<file path="src/rtl/rx_fifo_param_if.sv">
// Bus bundle for rx_fifo_param: RX-shifter write side, CPU read side and status flags.
// master = the side issuing writes/reads; slave = the FIFO itself.
interface rx_fifo_param_if #(
    parameter int DATA_W = 8,
    parameter int DEPTH  = 32
);
    localparam int AW = $clog2(DEPTH);

    logic              wr_en;
    logic [DATA_W-1:0] wr_data;
    logic              rd_en;
    logic              ovf_clr;
    logic [DATA_W-1:0] rd_data;
    logic              rd_valid;
    logic              full;
    logic              notempty;
    logic [AW:0]       level;
    logic              thresh_hit;
    logic              overflow;
    logic              timeout;

    modport master (
        output wr_en, wr_data, rd_en, ovf_clr,
        input  rd_data, rd_valid, full, notempty, level, thresh_hit, overflow, timeout
    );

    modport slave (
        input  wr_en, wr_data, rd_en, ovf_clr,
        output rd_data, rd_valid, full, notempty, level, thresh_hit, overflow, timeout
    );
endinterface

</file>
<file path="src/rtl/rx_fifo_param.sv">
// rx_fifo_param: single-clock receive FIFO between the UART RX shifter and the bus read port.
// Character timeout is built only when RX_FIFO_TIMEOUT_EN is defined; otherwise timeout is 0.
module rx_fifo_param #(
    parameter int DATA_W      = 8,
    parameter int DEPTH       = 32,
    parameter int RX_THRESH   = 16,
    parameter int TIMEOUT_CYC = 64
) (
    input  logic           clk,
    input  logic           rst_n,
    rx_fifo_param_if.slave bus
);
    localparam int AW = $clog2(DEPTH);
    localparam logic [AW:0] FULL_LVL   = (AW+1)'(DEPTH);
    localparam logic [AW:0] THRESH_LVL = (AW+1)'(RX_THRESH);

    if ((DEPTH < 2) || ((DEPTH & (DEPTH - 1)) != 0)) begin : g_bad_depth
        $error("rx_fifo_param: DEPTH must be a power of 2 and at least 2");
    end
    if ((RX_THRESH < 1) || (RX_THRESH > DEPTH)) begin : g_bad_thresh
        $error("rx_fifo_param: RX_THRESH must lie in 1..DEPTH");
    end
    if (TIMEOUT_CYC < 1) begin : g_bad_timeout
        $error("rx_fifo_param: TIMEOUT_CYC must be at least 1");
    end

    logic [DATA_W-1:0] mem_q [DEPTH];

    logic [AW-1:0]     wr_ptr_q,   wr_ptr_d;
    logic [AW-1:0]     rd_ptr_q,   rd_ptr_d;
    logic [AW:0]       level_q,    level_d;
    logic [DATA_W-1:0] rd_data_q,  rd_data_d;
    logic              rd_valid_q, rd_valid_d;
    logic              overflow_q, overflow_d;

    logic full;
    logic notempty;
    logic wr_acc;
    logic rd_acc;

    // Flags come from the registered level, so they describe the state before the edge.
    assign full     = (level_q == FULL_LVL);
    assign notempty = (level_q != '0);
    assign wr_acc   = bus.wr_en & ~full;
    assign rd_acc   = bus.rd_en & notempty;

    always_comb begin
        wr_ptr_d   = wr_ptr_q;
        rd_ptr_d   = rd_ptr_q;
        level_d    = level_q;
        rd_data_d  = rd_data_q;
        rd_valid_d = 1'b0;
        overflow_d = overflow_q;

        if (wr_acc) begin
            wr_ptr_d = wr_ptr_q + 1'b1;
        end
        if (rd_acc) begin
            rd_ptr_d   = rd_ptr_q + 1'b1;
            rd_data_d  = mem_q[rd_ptr_q];
            rd_valid_d = 1'b1;
        end

        unique case ({wr_acc, rd_acc})
            2'b10:   level_d = level_q + 1'b1;
            2'b01:   level_d = level_q - 1'b1;
            default: level_d = level_q;
        endcase

        // A rejected write sets the sticky flag even if a clear arrives in the same cycle.
        if (bus.wr_en && full) begin
            overflow_d = 1'b1;
        end else if (bus.ovf_clr) begin
            overflow_d = 1'b0;
        end
    end

    always_ff @(posedge clk or negedge rst_n) begin
        if (!rst_n) begin
            wr_ptr_q   <= '0;
            rd_ptr_q   <= '0;
            level_q    <= '0;
            rd_data_q  <= '0;
            rd_valid_q <= 1'b0;
            overflow_q <= 1'b0;
        end else begin
            wr_ptr_q   <= wr_ptr_d;
            rd_ptr_q   <= rd_ptr_d;
            level_q    <= level_d;
            rd_data_q  <= rd_data_d;
            rd_valid_q <= rd_valid_d;
            overflow_q <= overflow_d;
        end
    end

    // Storage is deliberately left out of reset; the pointers define what is valid.
    always_ff @(posedge clk) begin
        if (wr_acc) begin
            mem_q[wr_ptr_q] <= bus.wr_data;
        end
    end

`ifdef RX_FIFO_TIMEOUT_EN
    localparam int TW = $clog2(TIMEOUT_CYC + 1);
    localparam logic [TW-1:0] TMO_MAX = TW'(TIMEOUT_CYC);

    logic [TW-1:0] tmo_cnt_q, tmo_cnt_d;
    logic          timeout_q, timeout_d;

    // Counts idle cycles while data sits unread; any access or an empty FIFO restarts it.
    always_comb begin
        tmo_cnt_d = tmo_cnt_q;
        if (!notempty || wr_acc || rd_acc) begin
            tmo_cnt_d = '0;
        end else if (tmo_cnt_q != TMO_MAX) begin
            tmo_cnt_d = tmo_cnt_q + 1'b1;
        end
        timeout_d = (tmo_cnt_d == TMO_MAX);
    end

    always_ff @(posedge clk or negedge rst_n) begin
        if (!rst_n) begin
            tmo_cnt_q <= '0;
            timeout_q <= 1'b0;
        end else begin
            tmo_cnt_q <= tmo_cnt_d;
            timeout_q <= timeout_d;
        end
    end

    assign bus.timeout = timeout_q;
`else
    assign bus.timeout = 1'b0;
`endif

    assign bus.rd_data    = rd_data_q;
    assign bus.rd_valid   = rd_valid_q;
    assign bus.full       = full;
    assign bus.notempty   = notempty;
    assign bus.level      = level_q;
    assign bus.thresh_hit = (level_q >= THRESH_LVL);
    assign bus.overflow   = overflow_q;
endmodule

</file>
<file path="src/flat_wrapper.sv">
// flat-port wrapper written by rule: the top's interface ports become plain ports
module rx_fifo_param_flat 
#(
    parameter int DATA_W      = 8,
    parameter int DEPTH       = 32,
    parameter int RX_THRESH   = 16,
    parameter int TIMEOUT_CYC = 64
)
  (clk, rst_n, bus_wr_en, bus_wr_data, bus_rd_en, bus_ovf_clr, bus_rd_data, bus_rd_valid, bus_full, bus_notempty, bus_level, bus_thresh_hit, bus_overflow, bus_timeout);
  rx_fifo_param_if #(.DATA_W(DATA_W), .DEPTH(DEPTH)) bus_i ();
  input  logic clk;
  input  logic rst_n;
  input wire logic [$bits(bus_i.wr_en)-1:0] bus_wr_en;
  input wire logic [$bits(bus_i.wr_data)-1:0] bus_wr_data;
  input wire logic [$bits(bus_i.rd_en)-1:0] bus_rd_en;
  input wire logic [$bits(bus_i.ovf_clr)-1:0] bus_ovf_clr;
  output wire logic [$bits(bus_i.rd_data)-1:0] bus_rd_data;
  output wire logic [$bits(bus_i.rd_valid)-1:0] bus_rd_valid;
  output wire logic [$bits(bus_i.full)-1:0] bus_full;
  output wire logic [$bits(bus_i.notempty)-1:0] bus_notempty;
  output wire logic [$bits(bus_i.level)-1:0] bus_level;
  output wire logic [$bits(bus_i.thresh_hit)-1:0] bus_thresh_hit;
  output wire logic [$bits(bus_i.overflow)-1:0] bus_overflow;
  output wire logic [$bits(bus_i.timeout)-1:0] bus_timeout;
  assign bus_i.wr_en = bus_wr_en;
  assign bus_i.wr_data = bus_wr_data;
  assign bus_i.rd_en = bus_rd_en;
  assign bus_i.ovf_clr = bus_ovf_clr;
  assign bus_rd_data = bus_i.rd_data;
  assign bus_rd_valid = bus_i.rd_valid;
  assign bus_full = bus_i.full;
  assign bus_notempty = bus_i.notempty;
  assign bus_level = bus_i.level;
  assign bus_thresh_hit = bus_i.thresh_hit;
  assign bus_overflow = bus_i.overflow;
  assign bus_timeout = bus_i.timeout;
  rx_fifo_param #(.DATA_W(DATA_W), .DEPTH(DEPTH), .RX_THRESH(RX_THRESH), .TIMEOUT_CYC(TIMEOUT_CYC)) u_core (.clk(clk), .rst_n(rst_n), .bus(bus_i));
endmodule
</file>
<file path="config.mk">
export PLATFORM = sky130hd
export DESIGN_NAME = rx_fifo_param_flat
export DESIGN_NICKNAME = d
export VERILOG_FILES = /design/src/rtl/rx_fifo_param_if.sv /design/src/rtl/rx_fifo_param.sv /design/src/flat_wrapper.sv
export SDC_FILE = /design/constraint.sdc
export NUM_CORES = 1
export LEC_CHECK = 0
export BUFFER_PORTS_ARGS = -buffer_cell sky130_fd_sc_hd__buf_2
export CORE_MARGIN = 3
export CORE_UTILIZATION = 62
export CTS_CLUSTER_DIAMETER = 120
export CTS_CLUSTER_SIZE = 16
export DETAILED_ROUTE_END_ITERATION = 16
export HOLD_SLACK_MARGIN = 0.15
export PLACE_DENSITY = 0.85
export SYNTH_ARGS = -nofsm -noshare
export SYNTH_HDL_FRONTEND = slang
export SYNTH_SLANG_ARGS = --single-unit
</file>
<file path="constraint.sdc">
create_clock -name clk -period 3.9 [get_ports clk]
set_input_delay 0.78 -clock clk [delete_from_list [all_inputs] [get_ports clk]]
set_output_delay 0.78 -clock clk [all_outputs]
set_load 0.1 [all_outputs]
</file>
Word-level counts from Yosys, hierarchy flattened
Memory sizes are Yosys's and may differ from the RTL's. A register that Yosys moved wholly into a read port is not among the register bits. Index checks and enable logic that the tools add are counted.

Register bits after elaboration: 18. RAM bits: 256. Input bits: 13. Memories: 1.

Memories: u_core.mem_q (depth 32, bits a word 8, read ports 1, clocked after Yosys merged registers in 1, write ports 1, RTL line rx_fifo_param.sv:27) `logic [DATA_W-1:0] mem_q [DEPTH];`.

$add $sub $neg: 4. $lt $le $gt $ge: 1. Eq/ne operators: 3. Mux-type cells: 6. Bitwise logic cells: 3. Reductions and logical operators: 5.

Operators with widths (number): one-hot mux 6 bit (2 select lines) (1); adder 5 x 1 -> 5 bit (second input constant) (2); adder 6 x 1 -> 6 bit (second input constant) (1); equality test 6 bit (second input constant) (1); >= comparator 6 x 5 -> 1 bit (second input constant) (1); nonzero test 6 bit (1); subtractor 6 x 1 -> 6 bit (second input constant) (1); two-way mux 1 bit (5); nonzero test 2 bit (2); bitwise AND 1 bit (2); equality test 2 x 1 -> 1 bit (second input constant) (1); equality test 2 bit (second input constant) (1); logical AND 1 bit (1); logical NOT 1 bit (1); inverter 1 bit (1).

Depth between registers and ports, before layout
Gate-level depths: netlist (run 1).

Word-level depth: 5. Mapped depth: 12. Gate-level depth less buffers: 11.

Worst setup path after synthesis (run 1)
Ideal clock, no wire load.

Kind: flip-flop to output port. Start: register u_core.level_q[1], in the netlist u_core.bus.level[1]. End: output port bus_full. Arrival: 3556 ps. Setup slack: -436 ps. Stages on the path, launching flop included: 3. Buffers on the path: 0. Cells stage by stage: dfrtp_1 -> or4_4 -> nor3_1.

Cells in the longest elaborated chain, start to end: 1.

RTL lines: start, declared (RTL line rx_fifo_param.sv:31) `logic [AW:0] level_q, level_d;`; start signal, assigned (RTL line rx_fifo_param.sv:89) `level_q <= level_d;`; equality test 6 bit (RTL line rx_fifo_param.sv:42) `assign full = (level_q == FULL_LVL);`; end, declared (RTL line flat_wrapper.sv:19) `output wire logic [$bits(bus_i.full)-1:0] bus_full;`.

No other way between the ends.

Final worst setup path (run 1)
Start: register u_core.level_q[1], in the netlist u_core.bus.level[1]. End: register u_core.level_q[5], in the netlist u_core.bus.level[5].

Cells in the longest elaborated chain, start to end: 5. Elaborated cells on any way between the ends: 11. Classes of those cells: add/sub (2); eq/ne (3); mux (1); bitwise (3); reduce/logical (2).

RTL lines: equality test 6 bit (RTL line rx_fifo_param.sv:42); inverter 1 bit (RTL line rx_fifo_param.sv:44) `assign wr_acc = bus.wr_en & ~full;`; bitwise AND 1 bit (RTL line rx_fifo_param.sv:44); equality test 2 x 1 -> 1 bit / equality test 2 bit (equally long branches) (RTL line rx_fifo_param.sv:64) `unique case ({wr_acc, rd_acc})`; one-hot mux 6 bit (2 select lines) / nonzero test 2 bit (equally long branches).

Parallel ways exist; a longest one is shown, timed or not. A chain may end at the register's enable or synchronous reset.

==> results of run 1 <==
-- cell type report --
class,instances,area (sq um)
clock buffer,36,582
clock inverter,2,17.5
fill,1053,5380
inverter,12,45.0
multi-input combinational,272,2690
sequential,282,8340
tap,225,282
timing repair buffer,36,205
-- cell families (layout without fill, tap and decap cells) --
family | after synthesis | in the layout | synth area share
DFF | 282 | 282 | 0.740
adders and majority gates | 11 | 11 | 0.0129
xor gates and xnor gates | 12 | 12 | 0.00933
and+or+nand+nor | 102 | 102 | 0.0412
other | 1 | 1 | 0.000333
muxes | 84 | 84 | 0.132
buffers and inverters | 43 | 86 | 0.0217
AOI/OAI and AO/OA | 62 | 62 | 0.0419
-- worst max path at each step --
stage	start	end	slack, ns	cells after the start
after floorplan	u_core.bus.level[1]	bus_full	0.44	2
after global placement	u_core.bus.level[1]	u_core.bus.level[5]	0.95	10
after detailed placement	u_core.bus.level[1]	u_core.bus.level[5]	0.85	10
after CTS	u_core.bus.level[1]	u_core.bus.level[5]	0.85	10
after global routing	u_core.bus.level[1]	u_core.bus.level[5]	0.62	10
final	u_core.bus.level[1]	u_core.bus.level[5]	0.83	10
-- worst reg2reg max path, delay by kind of cell, from the launching register on --
family,cells,cell delay [ns]
buffers and inverters,1,0.10
and+or+nand+nor,3,0.82
xor gates and xnor gates,1,0.14
adders and majority gates,2,0.60
AOI/OAI and AO/OA,3,0.86
DFF,1,0.43
-- cell usage in the layout, fill, tap and decap left out, types with 11 or more instances in the layout --
cell type	n
mux2i_1	32
nor2_1	36
nand2_1	38
mux4_2	52
edfxtp_1	256
inv_1	11
clkbuf_1	15
clkbuf_16	21
a22oi_1	22
o221ai_1	12
dfrtp_1	24
buf_2	31
-- power by group through the flow --
| stage | clock network [mW] | registers, mW | logic, mW |
|---|---|---|---|
| final | 1.98 | 4.00 | 2.99 |
| after global routing | 2.12 | 4.04 | 3.18 |
| after CTS | 2.00 | 3.99 | 2.99 |
| after detailed placement | 0 | 4.05 | 2.95 |
| after global placement | 0 | 4.02 | 2.86 |
| after floorplan | 0 | 4.29 | 2.00 |
-- registers in the layout (all words and copies together), names as in the netlist --
register             flops
u_core.bus.overflow      1
u_core.bus.rd_data       8
u_core.bus.rd_valid      1
u_core.rd_ptr_q          5
u_core.wr_ptr_q          5
u_core.mem_q           256
u_core.bus.level         6
-- through the flow --
stage	worst slack (ns)	hold slack [ns]	std cells	util	cell area [sq um]
finish	0.833	0.278	865	0.693	12200
detailed placement	0.853	0.475	827	0.659	11600
floorplan	0.444	0.484	597	-	11300
CTS	0.849	0.288	865	0.693	12200
global placement	0.954	0.465	827	0.659	11600
global route	0.620	0.318	865	0.693	12200
-- metal layers --
metal | routed length [um] | share of wire | vias to the layer above
li1 | - | - | 2434
met1 | 8430 | 0.38 | 2940
met2 | 10900 | 0.49 | 357
met3 | 2130 | 0.096 | 68
met4 | 822 | 0.037 | 0
met5 | 0 | 0 | -
==> flow_summary.toml, run 1 <==
[detailed_routing]
routedWlPerCell_um = 25.8
vias_per_cell = 6.70
first_iter_violations = 614
ant_nets = 0
firstDrtPassIters = 5
vias = 5799
route.detailed.drc = 0
drt_wl_total_um = 22300

[sta]
skew_ns = 0.0172
post-route-min-period_ns = 3.07
hold_viol_final = 0
fmax_ghz = 0.326
relSlewSlack = 0.387
tightest_slew_ns = 0.919
grt_setup_unrepaired = "no"
fin_crit_sh = 0.786
finalSetupTns_ns = 0
setup_viol = 0
slew_viol_final = 0

[worst_setup_path]
cp_num_buf_inv = 1
worst_r2r_endpoint = "u_core.bus.level[5]"
crit_path_max_incr_delay_ns = 0.59
rrSetupSlack_ns = 0.83
worst-setup-path-type = "reg -> reg"
path_delay_family = "compound AO/OA/AOI/OAI gates"
critical_path.cell_chain = "or4_4, o31a_1, inv_1, ha_1, ha_1, a21o_2, a21oi_1, or4_1, nand3_1, xnor2_1"
crit_path_max_fanout = 9
r2r_cells = 10
cp-end-kind = "flop"
worst_path_most_repeated_cell = "ha_1"
rr_startpoint = "u_core.bus.level[1]"
crit_slowest_cell = "or4_4"
critical_path_arrival_ns = 3.45
cp.required_ns = 4.28
startpoint_type = "flop"

[clock_tree]
clk_path_buf_depth = 3
clk_pin_slew_worst_paths_ns = 0.07
root_buffer = "clkbuf_16"
post_cts.repair.setup_buffers = 0
h-tree-depth = 1
clkLatencyLatePin_ns = 0.51
cts_resized = 0
holdBufCountCts = 0
cts.sinks = 282
cts_tree = "done"
numCtsBuffers = 21

[place]
gp_congestion = 0.877
io_buffers = 31
dpl.hpwl_um = 13500

[floorplan]
design.portCount = 33
core_sq_um = 17500
die_height_um = 141
die_w_um = 141
initial_core_util = 0.642
die_area_sq_um = 19800
rows = 48

[logic_synthesis]
synth_top_area_frac = 0.683
yosysSeqAreaShare = 0.740
synth.largest_area_cell = "edfxtp_1"
syn_inst = 597
synth_ff_type = "edfxtp_1"
synth_common_cells = "edfxtp_1 (256), mux4_2 (52), nand2_1 (38)"
synth_nets = 621
ys_types = 48
synth_area_leaders = "edfxtp_1 (68%), mux4_2 (10%), dfrtp_1 (5.8%)"
synth_edf_count = 256
syn_avg_cell_area_sq_um = 18.9
synth-seq-cells = 282
yosysMostFrequentCell = "edfxtp_1"
synth.cell_area_sq_um = 11300
async_reset_ff_frac = 0.0922
synth_warnings = 0

[pwr]
p_switching_mw = 3.28
pwr-share-seq = 0.446
power_mw = 8.97
p_clk_frac = 0.221
leakagePower_nw = 4.07
comb_power_share = 0.334
ir_drop_mv = 0.842
intPower_mw = 5.69
powerDensity_nw_per_um2 = 738
p_sw_frac = 0.366

[finish]
diodes = 0
final_nets = 649
drive_gt1_frac = 0.192
area_growth_pct = 7.96

[run]
cap_violations = 0

[global_route]
top_usage_layer = "met2"
grt_max_degree = 37
use_met2 = 0.368
grt_pass1_vias = 5874
use_met3 = 0.0485
antenna_found_initial = 0
grt_use_met1 = 0.329
gr-usage-all-layers = 0.231
gr-total-overflow = 0
grt_pass1_wl_um = 34800

[min_path]
min_path_type = "in -> async"

[run_status]
status = "complete, no violations"
Power figures use the tool's default switching activity.
==> run 2, diff against run 1 <==
Clock period 3.9 ns to 2.9 ns, I/O delays scaled along.
==> run 2 against run 1 <==
Global-route usage grew 0.44 points. Clock skew decreased by 0.0036 ns. Worst setup slack worse by 0.74 ns. Final cell count rose by 0.69%. Register-to-register slack got worse by 0.74 ns. Fmax grew 9.3%. Combinational power grew 40%. Sequential cell count unchanged. Clock power rose by 35%. Non-clock buffer count is 6 higher. Critical endpoint unchanged. Largest power group unchanged.
==> flow_summary.toml, run 2 (same netlist as run 1, synthesis figures left out) <==
[sta]
skew_ns = 0.0136
finalSetupTns_ns = 0
hold_viol_final = 0
tightest_slew_ns = 0.851
slew_viol_final = 0
setup_viol = 0
post-route-min-period_ns = 2.81
fmax_ghz = 0.356
grt_setup_unrepaired = "no"
relSlewSlack = 0.430
fin_crit_sh = 0.968

[detailed_routing]
vias = 5804
routedWlPerCell_um = 26.4
firstDrtPassIters = 6
ant_nets = 0
vias_per_cell = 6.66
route.detailed.drc = 0
drt_wl_total_um = 23000
first_iter_violations = 604

[worst_setup_path]
cp.required_ns = 3.33
startpoint_type = "flop"
path_delay_family = "simple AND/OR/NAND/NOR gates"
cp_num_buf_inv = 2
critical_path.cell_chain = "or4_4, o31ai_4, inv_2, ha_4, ha_1, inv_1, or4_1, nand3_2, xnor2_1"
crit_path_max_incr_delay_ns = 0.57
cp-end-kind = "flop"
critical_path_arrival_ns = 3.24
worst-setup-path-type = "reg -> reg"
crit_slowest_cell = "or4_4"
crit_path_max_fanout = 8

[finish]
area_growth_pct = 8.92
nFillCells = 1005
largest_reg_flops = 256
drive_gt1_frac = 0.211
regMostFlops = "u_core.mem_q"
final_nets = 655
final_util = 0.700
diodes = 0
final_cell_mix = "edfxtp_1 (256), mux4_2 (52), nand2_1 (38), nor2_1 (36), mux2i_1 (32)"
final_common_cell = "edfxtp_1"

[pwr]
ir_drop_mv = 0.992
power_mw = 12.2
leakagePower_nw = 4.11
powerDensity_nw_per_um2 = 992

[run]
cap_violations = 0

[global_route]
grt_max_degree = 38
grt_use_met1 = 0.319
antenna_found_initial = 0
gr-total-overflow = 0
top_usage_layer = "met2"
grt_pass1_wl_um = 35200
use_met2 = 0.389
use_met3 = 0.0431
gr-usage-all-layers = 0.235
grt_pass1_vias = 5967

[clock_tree]
numCtsBuffers = 21
cts.sinks = 282
clk_pin_slew_worst_paths_ns = 0.07
clkLatencyLatePin_ns = 0.51
cts_tree = "done"
h-tree-depth = 1
root_buffer = "clkbuf_16"
clk_path_buf_depth = 3

[floorplan]
die_height_um = 141
core_sq_um = 17500
rows = 48
initial_core_util = 0.642
design.portCount = 33
die_area_sq_um = 19800
die_w_um = 141

[min_path]
min_path_type = "in -> reg"

[place]
io_buffers = 31
gp_congestion = 0.848
dpl.hpwl_um = 13900

[run_status]
status = "complete, no violations"
run 2: changes by cell type in the layout (fill, tap and decap cells not counted), sizes merged:
| cell | previous run | this run |
|---|---|---|
| buf | 36 | 41 |
| dlygate4sd3 | 0 | 1 |
run 2: worst paths after layout:
path                                  startpoint                    end  cells after the start  slack, ns
setup / recovery             u_core.bus.level[0]    u_core.bus.level[5]                      9       0.09
hold / removal                         bus_wr_en    u_core.bus.overflow                      2       0.32
setup reg to reg             u_core.bus.level[0]    u_core.bus.level[5]                      9       0.09
hold reg to reg            u_core.bus.rd_data[6]  u_core.bus.rd_data[6]                      2       0.50
max in group asynchronous                  rst_n     u_core.rd_ptr_q[0]                      2       1.84
min in group asynchronous                  rst_n    u_core.bus.level[0]                      2       0.60
run 2: layout make-up:
type                       count  area (sq um)  share of cell area
sequential                   282          8350               0.681
multi-input combinational    272          2710               0.221
clock buffer                  36           582              0.0474
tap                          225           282              0.0229
timing repair buffer          42           280              0.0228
inverter                      12          45.0             0.00367
clock inverter                 2          17.5             0.00143
run 2: power breakdown:
group          total [mW]  internal [mW]  switching (mW)
Clock                2.68           1.37            1.31
Sequential           5.30           4.84           0.459
Combinational        4.18           1.53            2.65
run 2: what timing repair did:
action	CTS	global route
pin swaps	3	1
setup buffers	2	0
endpoints found under the hold margin	26	0
endpoints found under the setup margin	2	2
hold buffers	1	0
resized for setup	2	1
run 2: metrics by stage:
| step | setup WS (ns) | area, sq um | hold WS [ns] | cells |
|---|---|---|---|---|
| after floorplan | -0.122 | 11300 | 0.284 | 597 |
| after global placement | 0.136 | 11600 | 0.464 | 830 |
| after detailed placement | 0.00562 | 11600 | 0.474 | 830 |
| after CTS | 0.0230 | 12300 | 0.317 | 871 |
| after global routing | 0.0195 | 12300 | 0.320 | 871 |
| final | 0.0930 | 12300 | 0.323 | 871 |
run 2: routing by layer:
metal | vias to the layer above | wire length (um)
met5 | - | 0
met4 | 0 | 783
met3 | 60 | 2030
met2 | 370 | 11600
met1 | 2934 | 8540
li1 | 2440 | -
